$ cat src/rtl/cp0_pkg.sv
// Shared constants for the coprocessor-0 block: register numbers, exception codes
// and the processor-ID value used when CP0_PRID_EN is defined.
package cp0_pkg;

    localparam logic [4:0] REG_SR    = 5'd12;
    localparam logic [4:0] REG_CAUSE = 5'd13;
    localparam logic [4:0] REG_EPC   = 5'd14;
    localparam logic [4:0] REG_PRID  = 5'd15;

    localparam logic [4:0] EXC_INT  = 5'd0;
    localparam logic [4:0] EXC_ADEL = 5'd4;
    localparam logic [4:0] EXC_ADES = 5'd5;
    localparam logic [4:0] EXC_RI   = 5'd10;
    localparam logic [4:0] EXC_OV   = 5'd12;

    localparam logic [31:0] PRID_VAL = 32'h2024_0C0D;

endpackage

$ cat src/rtl/cp0_int_arb.sv
// Combinational interrupt/exception arbiter: decides whether the CPU traps this
// cycle and which exception code gets latched into Cause.
module cp0_int_arb
    import cp0_pkg::*;
(
    input  logic [5:0] hw_int,
    input  logic [5:0] im,
    input  logic       ie,
    input  logic       exl,
    input  logic [4:0] exc_code,
    output logic       int_req,
    output logic       exc_req,
    output logic       req,
    output logic [4:0] sel_code
);

    assign int_req  = (|(hw_int & im)) & ie & ~exl;
    assign exc_req  = (exc_code != EXC_INT) & ~exl;
    assign req      = int_req | exc_req;
    // Interrupts outrank a simultaneous synchronous exception.
    assign sel_code = int_req ? EXC_INT : exc_code;

endmodule

$ cat src/rtl/cp0.sv
// Coprocessor-0: SR/Cause/EPC(/PRId) registers and trap request generation.
// Optional macro CP0_PRID_EN makes register 15 read back the processor-ID constant.
module cp0
    import cp0_pkg::*;
(
    input  logic        clk,
    input  logic        reset,
    input  logic [4:0]  A1,
    input  logic [4:0]  A2,
    input  logic [31:0] DIn,
    input  logic        WE,
    input  logic [31:0] PC,
    input  logic        BD,
    input  logic [4:0]  ExcCode,
    input  logic [5:0]  HWInt,
    input  logic        EXLClr,
    output logic        Req,
    output logic [31:0] EPCOut,
    output logic [31:0] DOut
);

    logic [5:0]  sr_im;
    logic        sr_exl;
    logic        sr_ie;
    logic        cause_bd;
    logic [5:0]  cause_ip;
    logic [4:0]  cause_exc;
    logic [31:0] epc;

    logic        int_req;
    logic        exc_req;
    logic [4:0]  sel_code;

    cp0_int_arb u_arb (
        .hw_int   (HWInt),
        .im       (sr_im),
        .ie       (sr_ie),
        .exl      (sr_exl),
        .exc_code (ExcCode),
        .int_req  (int_req),
        .exc_req  (exc_req),
        .req      (Req),
        .sel_code (sel_code)
    );

    logic [31:0] sr_val;
    logic [31:0] cause_val;

    assign sr_val    = {16'b0, sr_im, 8'b0, sr_exl, sr_ie};
    assign cause_val = {cause_bd, 15'b0, cause_ip, 3'b0, cause_exc, 2'b0};
    assign EPCOut    = epc;

    always_comb begin
        DOut = 32'b0;
        case (A1)
            REG_SR:    DOut = sr_val;
            REG_CAUSE: DOut = cause_val;
            REG_EPC:   DOut = epc;
`ifdef CP0_PRID_EN
            REG_PRID:  DOut = PRID_VAL;
`endif
            default:   DOut = 32'b0;
        endcase
    end

    always_ff @(posedge clk) begin
        if (reset) begin
            sr_im     <= '0;
            sr_exl    <= 1'b0;
            sr_ie     <= 1'b0;
            cause_bd  <= 1'b0;
            cause_ip  <= '0;
            cause_exc <= '0;
            epc       <= '0;
        end else begin
            cause_ip <= HWInt;
            if (Req) begin
                // Taking a trap drops any concurrent mtc0 and eret.
                sr_exl    <= 1'b1;
                cause_exc <= sel_code;
                cause_bd  <= BD;
                epc       <= BD ? (PC - 32'd4) : PC;
            end else begin
                if (EXLClr)
                    sr_exl <= 1'b0;
                // Placed after EXLClr so an explicit SR write decides EXL.
                if (WE && A2 == REG_SR) begin
                    sr_im  <= DIn[15:10];
                    sr_exl <= DIn[1];
                    sr_ie  <= DIn[0];
                end
                if (WE && A2 == REG_EPC)
                    epc <= {DIn[31:2], 2'b00};
            end
        end
    end

endmodule

$ cat config.mk
export PLATFORM = sky130hd
export DESIGN_NAME = cp0
export DESIGN_NICKNAME = d
export VERILOG_FILES = /design/src/rtl/cp0_pkg.sv /design/src/rtl/cp0_int_arb.sv /design/src/rtl/cp0.sv
export SDC_FILE = /design/constraint.sdc
export NUM_CORES = 1
export LEC_CHECK = 0
export BUFFER_PORTS_ARGS = -buffer_cell sky130_fd_sc_hd__buf_4
export CORE_MARGIN = 2
export CORE_UTILIZATION = 30
export DETAILED_ROUTE_END_ITERATION = 10
export GPL_TIMING_DRIVEN = 0
export RECOVER_POWER = 50
export SLEW_MARGIN = 20
export SYNTH_ARGS = -nofsm -noshare
export SYNTH_HDL_FRONTEND = slang
export SYNTH_SLANG_ARGS = --single-unit
export TNS_END_PERCENT = 30
$ cat constraint.sdc
create_clock -name clk -period 2.1 [get_ports clk]
set_input_delay 0.105 -clock clk [delete_from_list [all_inputs] [get_ports clk]]
set_output_delay 0.105 -clock clk [all_outputs]
set_load 0.02 [all_outputs]
==> out/metrics.yaml, run 1 <==
worstPathArrival_ns: 1.92
netlist_area_sq_mm: 0.00363
cts_tree: "built"
place_hpwl_um: 11100
ios: 155
ir_worst_vdd_uv: 295
synth_area_per_cell_sq_um: 8.38
cellPowerDensity_mw_per_mm2: 523
end_kind: "output port"
grt_overflow: 0
drt_iter0_markers: 350
dieArea_sq_mm: 0.0130
rsz0062_at_grt: "yes"
start_util: 0.305
layout.nets: 682
die_h_um: 114
io_buffers: 150
hold_viol_final: 0
setup_viol_count_final: 0
drv_cap: 0
finalSetupTns_ns: 0
rows: 40
clockPowerShare: 0.306
cts_buffers: 5
wirelength_um: 13600
cts.htree.levels: 2
run_status: "finished clean"
total_power_mw: 2.60
drive_above_1_share: 0.240
fin_crit_sh: 0.964
yosysWarnings: 0
intPower_mw: 1.78
combPwrFrac: 0.259
clock.fmax_mhz: 494
fin_crit_ns: 2.02
synth_cells: 433
hold_path.class: "input port to flip-flop"
die_w_um: 114
netSwitchingFraction: 0.314
wl_per_cell_um: 18.4
ys_seq_area_frac: 0.287
area_growth_pct: 36.8
required_ns: 2.00
synth-seq-cells: 52
slowest_delay_ns: 0.43
relSlewSlack: 0.354
dr.pass1.iters: 5
antenna_found_initial: 0
clock_skew_ns: 0.00552
cts_buffer_depth: 2
synth_nets: 524
crit_family: "compound AO/OA/AOI/OAI gates"
drv_slew: 0
path_max_fanout: 10
cts-root-buf: "clkbuf_16"
synth_cell_type_count: 53
switchingPower_mw: 0.815
path_clk_slew_ns: 0.07
cp_cell_sequence: "a22o_1 -> o311a_1 -> nor2_4 -> inv_1 -> clkbuf_2 -> buf_4"
crit_slowest_cell: "o311a_1"
worst_slew_pin_slew_ns: 0.961
leakagePower_nw: 1.85
synth-async-reset-ratio: 0
power_frac_seq: 0.435
track_usage: 0.201
vias: 4176
nFillCells: 1296
core_area_sq_mm: 0.0119
synth_flop_cell: "dfxtp_1"
grt_max_degree: 15
worst-setup-path-type: "flip-flop to output port"
critPathBufInv: 3
synth_edf_count: 0
clock_sinks: 52
ctsHoldBuffers: 0
first_global_vias: 4022
worstSkewPairLatency_ns: 0.29
gp_congestion: 0.849
grt_pass1_wl_um: 20800
viasPerCell: 5.66
cp-start-kind: "flip-flop"
antennaDiodeCount: 0
detail-route-antenna-nets: 0
remaining_drc_errors: 0
## area by class of cell
cell class / instances / area (sq um) / share of cell area
Buffer: 42 / 170 / 0.0343
Clock buffer: 6 / 129 / 0.0259
Clock inverter: 1 / 5.00 / 0.00101
Inverter: 12 / 45.0 / 0.00907
Multi-Input combinational cell: 327 / 2390 / 0.482
Sequential cell: 52 / 1040 / 0.210
Tap cell: 147 / 184 / 0.0370
Timing Repair Buffer: 151 / 1000 / 0.201
## power groups by stage
stage | clock (mW) | combinational [mW] | sequential [mW]
global route | 0.832 | 0.729 | 1.14
finish | 0.794 | 0.672 | 1.13
CTS | 0.798 | 0.715 | 1.13
detailed placement | 0 | 0.713 | 1.15
global placement | 0 | 0.701 | 1.15
floorplan | 0 | 0.295 | 1.19
## logic make-up after synthesis
group | synth area share
flops | 0.287
simple gates | 0.301
fa+ha+maj | 0.00345
xor+xnor | 0.0241
buf+inv | 0.0576
compound gates | 0.258
mux | 0.0689
## worst register-to-register path, cell delays in order, from the launching register on
cell	delay, ns
dfxtp_1	0.33
a22o_1	0.25
o31ai_1	0.83
a2111oi_0	0.24
a211oi_1	0.24
## stage by stage
| stage | setup WS, ns | std cells | util | area, sq um | hold slack [ns] |
|---|---|---|---|---|---|
| floorplan | 0.346 | 433 | - | 3630 | 0.233 |
| global placement | -0.0142 | 730 | 0.415 | 4940 | 0.331 |
| detailed placement | -0.0587 | 730 | 0.415 | 4940 | 0.333 |
| CTS | 0.0269 | 737 | 0.426 | 5080 | 0.0346 |
| global route | -0.0235 | 738 | 0.417 | 4970 | 0.0456 |
| finish | 0.0752 | 738 | 0.417 | 4970 | 0.0378 |
## cells in the mapped netlist, types with 9 or more instances
cell type,n,share of area
a211oi_1,18,0.037
a21oi_1,14,0.019
a22o_1,9,0.022
a31oi_1,14,0.024
a41o_1,14,0.039
and2_1,18,0.031
clkbuf_1,36,0.037
dfxtp_1,52,0.29
inv_1,10,0.010
mux2i_1,25,0.069
nand2_1,10,0.010
nand2b_1,16,0.028
nand3_1,13,0.018
nand4b_1,18,0.043
nor2_1,10,0.010
nor4_1,19,0.033
o21ai_0,12,0.017
o31a_1,10,0.024
o31ai_1,26,0.054
or3_1,10,0.017
or4_1,11,0.023
## what timing repair did
item	4_1_cts	5_1_grt
hold endpoints to repair	0	0
gates resized for setup	4	6
endpoints found under the setup margin	13	24
buffers inserted	0	1
pin swaps	0	1
## sequential cells by signal, summed over array words and instances (netlist names)
register,count
cause_ip,6
sr_exl,1
sr_im,6
cause_bd,1
sr_ie,1
EPCOut,32
cause_exc,5
## layer usage
layer | part of all wire | up-vias | wire length [um] | GRT usage
met5 | 0 | - | 0 | 0
met3 | 0.044 | 20 | 595 | 0.0170
li1 | - | 2019 | - | -
met4 | 0.026 | 0 | 348 | 0.0732
met1 | 0.45 | 1989 | 6070 | 0.266
met2 | 0.49 | 148 | 6610 | 0.342
## worst paths after layout
| check | from | slack (ns) | to | depth (start not counted) |
|---|---|---|---|---|
| hold / removal | HWInt[5] | 0.04 | cause_ip[5] | 2 |
| setup reg to reg | sr_im[0] | 0.12 | EPCOut[7] | 4 |
| hold reg to reg | cause_exc[3] | 0.48 | cause_exc[3] | 2 |
| setup / recovery | sr_im[0] | 0.08 | Req | 6 |
## cells in the final DEF, fill, tap and decap left out, drive strengths merged, types with 2 or more instances in the layout
master | synthesis | routed
nor4b | 4 | 4
inv | 11 | 11
nand4 | 7 | 7
a41o | 14 | 14
o21ai | 13 | 13
a31oi | 14 | 14
nor2 | 10 | 10
or4 | 13 | 13
nor2b | 7 | 7
clkinv | 1 | 2
mux2i | 25 | 25
xor2 | 8 | 8
xnor2 | 2 | 2
o31a | 10 | 10
nand3 | 13 | 13
nor3 | 8 | 8
nand2 | 11 | 11
nor4 | 21 | 21
a21oi | 14 | 14
o31ai | 26 | 26
or4b | 3 | 3
nand4b | 18 | 18
or3 | 11 | 11
nand2b | 16 | 16
a211oi | 18 | 18
a21boi | 2 | 2
buf | 6 | 118
dfxtp | 52 | 52
a22o | 9 | 9
and2 | 18 | 18
o21a | 2 | 2
clkbuf | 36 | 81
Power figures use the tool's default switching activity.
==> run 2: changes to the inputs <==
- PLACE_DENSITY_LB_ADDON: default -> 0.2
==> run 2 against run 1 <==
Compared with the run above:
- cell count up 0.14%
- critical endpoint unchanged
- clock-buffer cell count fell by 1
- combinational power up 0.6%
- critical path type unchanged
- register-to-register slack improved by 0.05 ns
==> out/metrics.yaml, run 2 (synthesized netlist as in run 1, its figures left out) <==
run_status: "finished clean"
drv_cap: 0
remaining_drc_errors: 0
total_power_mw: 2.75
layout.nets: 682
first_global_vias: 3828
reg2reg_depth: 5
grt_max_degree: 17
detail-route-antenna-nets: 0
combPwrFrac: 0.246
reg2reg_slack_ns: 0.17
worstSkewPairLatency_ns: 0.29
clockPowerShare: 0.345
nFillCells: 1286
worstPathArrival_ns: 1.91
required_ns: 2.00
worst-setup-path-type: "flip-flop to output port"
ios: 155
hold_path.class: "input port to flip-flop"
cts_buffer_depth: 2
grt_overflow: 0
fin_crit_sh: 0.960
layout_common_cells: "buf_4 (107), clkbuf_1 (73), dfxtp_1 (52)"
hold_viol_final: 0
rows: 40
antennaDiodeCount: 0
core_area_sq_mm: 0.0119
area_growth_pct: 37.3
clock_skew_ns: 0.00941
end_kind: "output port"
start_util: 0.305
switchingPower_mw: 0.841
cts.htree.levels: 2
wirelength_um: 13600
cp-startpoint: "sr_im[0]"
relSlewSlack: 0.438
crit_path_end: "Req"
netSwitchingFraction: 0.306
cts_buffers: 5
path_max_fanout: 10
drive_above_1_share: 0.238
setup_viol_count_final: 0
die_h_um: 114
grt_pass1_wl_um: 20800
gp_congestion: 0.907
cp-start-kind: "flip-flop"
io_buffers: 150
cts-root-buf: "clkbuf_16"
fin_crit_ns: 2.02
die_w_um: 114
rr_endpoint: "EPCOut[10]"
place_hpwl_um: 11000
drv_slew: 0
clock.fmax_mhz: 496
cellPowerDensity_mw_per_mm2: 551
vias: 4128
antenna_found_initial: 0
power_frac_seq: 0.409
intPower_mw: 1.91
wl_per_cell_um: 18.4
final_common_cell: "buf_4"
path_clk_slew_ns: 0.07
largest_reg_flops: 32
dr.pass1.iters: 4
final_util: 0.418
viasPerCell: 5.59
clock_sinks: 52
worst_slew_pin_slew_ns: 0.835
ir_worst_vdd_uv: 389
leakagePower_nw: 1.85
track_usage: 0.202
dieArea_sq_mm: 0.0130
cts_tree: "built"
rsz0062_at_grt: "no"
drt_iter0_markers: 294
timing.rr.start: "sr_im[0]"
## run 2: worst min path at each step
stage	start	to	slack, ns	cells past startpoint
2_1_floorplan	HWInt[0]	cause_ip[0]	0.23	1
3_3_place_gp	HWInt[1]	cause_ip[1]	0.33	2
3_5_place_dp	HWInt[2]	cause_ip[2]	0.34	2
4_1_cts	HWInt[2]	cause_ip[2]	0.04	2
5_1_grt	HWInt[5]	cause_ip[5]	0.03	2
6_report	HWInt[5]	cause_ip[5]	0.03	2
## run 2: per-stage QoR
stage / TNS [ns] / cell area [sq um] / setup WS [ns] / hold WS, ns / cells
floorplan: 0 / 3630 / 0.346 / 0.233 / 433
global placement: -0.587 / 4940 / -0.0797 / 0.328 / 730
detailed placement: -0.363 / 4940 / -0.0790 / 0.339 / 730
CTS: 0 / 5110 / 0.00959 / 0.0381 / 738
global route: 0 / 4980 / 0.00730 / 0.0349 / 739
finish: 0 / 4980 / 0.0843 / 0.0344 / 739
## run 2: power groups by stage
stage / clock (mW) / combinational (mW) / sequential (mW)
after floorplan: 0 / 0.295 / 1.19
after global placement: 0 / 0.709 / 1.15
after detailed placement: 0 / 0.716 / 1.15
after CTS: 0.952 / 0.719 / 1.13
after global routing: 0.995 / 0.731 / 1.13
final: 0.947 / 0.676 / 1.13
## run 2: repair_timing
action | in CTS | in global routing
hold buffers | 0 | 0
setup endpoints to repair | 21 | 30
setup buffers | 0 | 1
resized for setup | 4 | 8
pin swaps | 0 | 1
## run 2: cell type report
type	count	area (sq um)	area share
Sequential cell	52	1040	0.209
Buffer	42	171	0.0344
Inverter	12	45.0	0.00904
Timing Repair Buffer	151	985	0.198
Clock buffer	5	125	0.0251
Tap cell	147	184	0.0369
Clock inverter	3	42.5	0.00854
Multi-Input combinational cell	327	2390	0.480
## run 2: per-layer routing
| layer | share of wire | global-route usage | vias to the layer above |
|---|---|---|---|
| li1 | - | - | 2013 |
| met1 | 0.45 | 0.276 | 1920 |
| met2 | 0.47 | 0.337 | 177 |
| met3 | 0.059 | 0.0234 | 18 |
| met4 | 0.019 | 0.0561 | 0 |
| met5 | 0 | 0 | - |
## run 2: critical path, stage by stage (launching register included)
cell and delay [ns]:
dfxtp_1 0.33, a22o_1 0.25, o311a_1 0.42, nor2_4 0.14, inv_1 0.10, clkbuf_2 0.20, buf_4 0.19
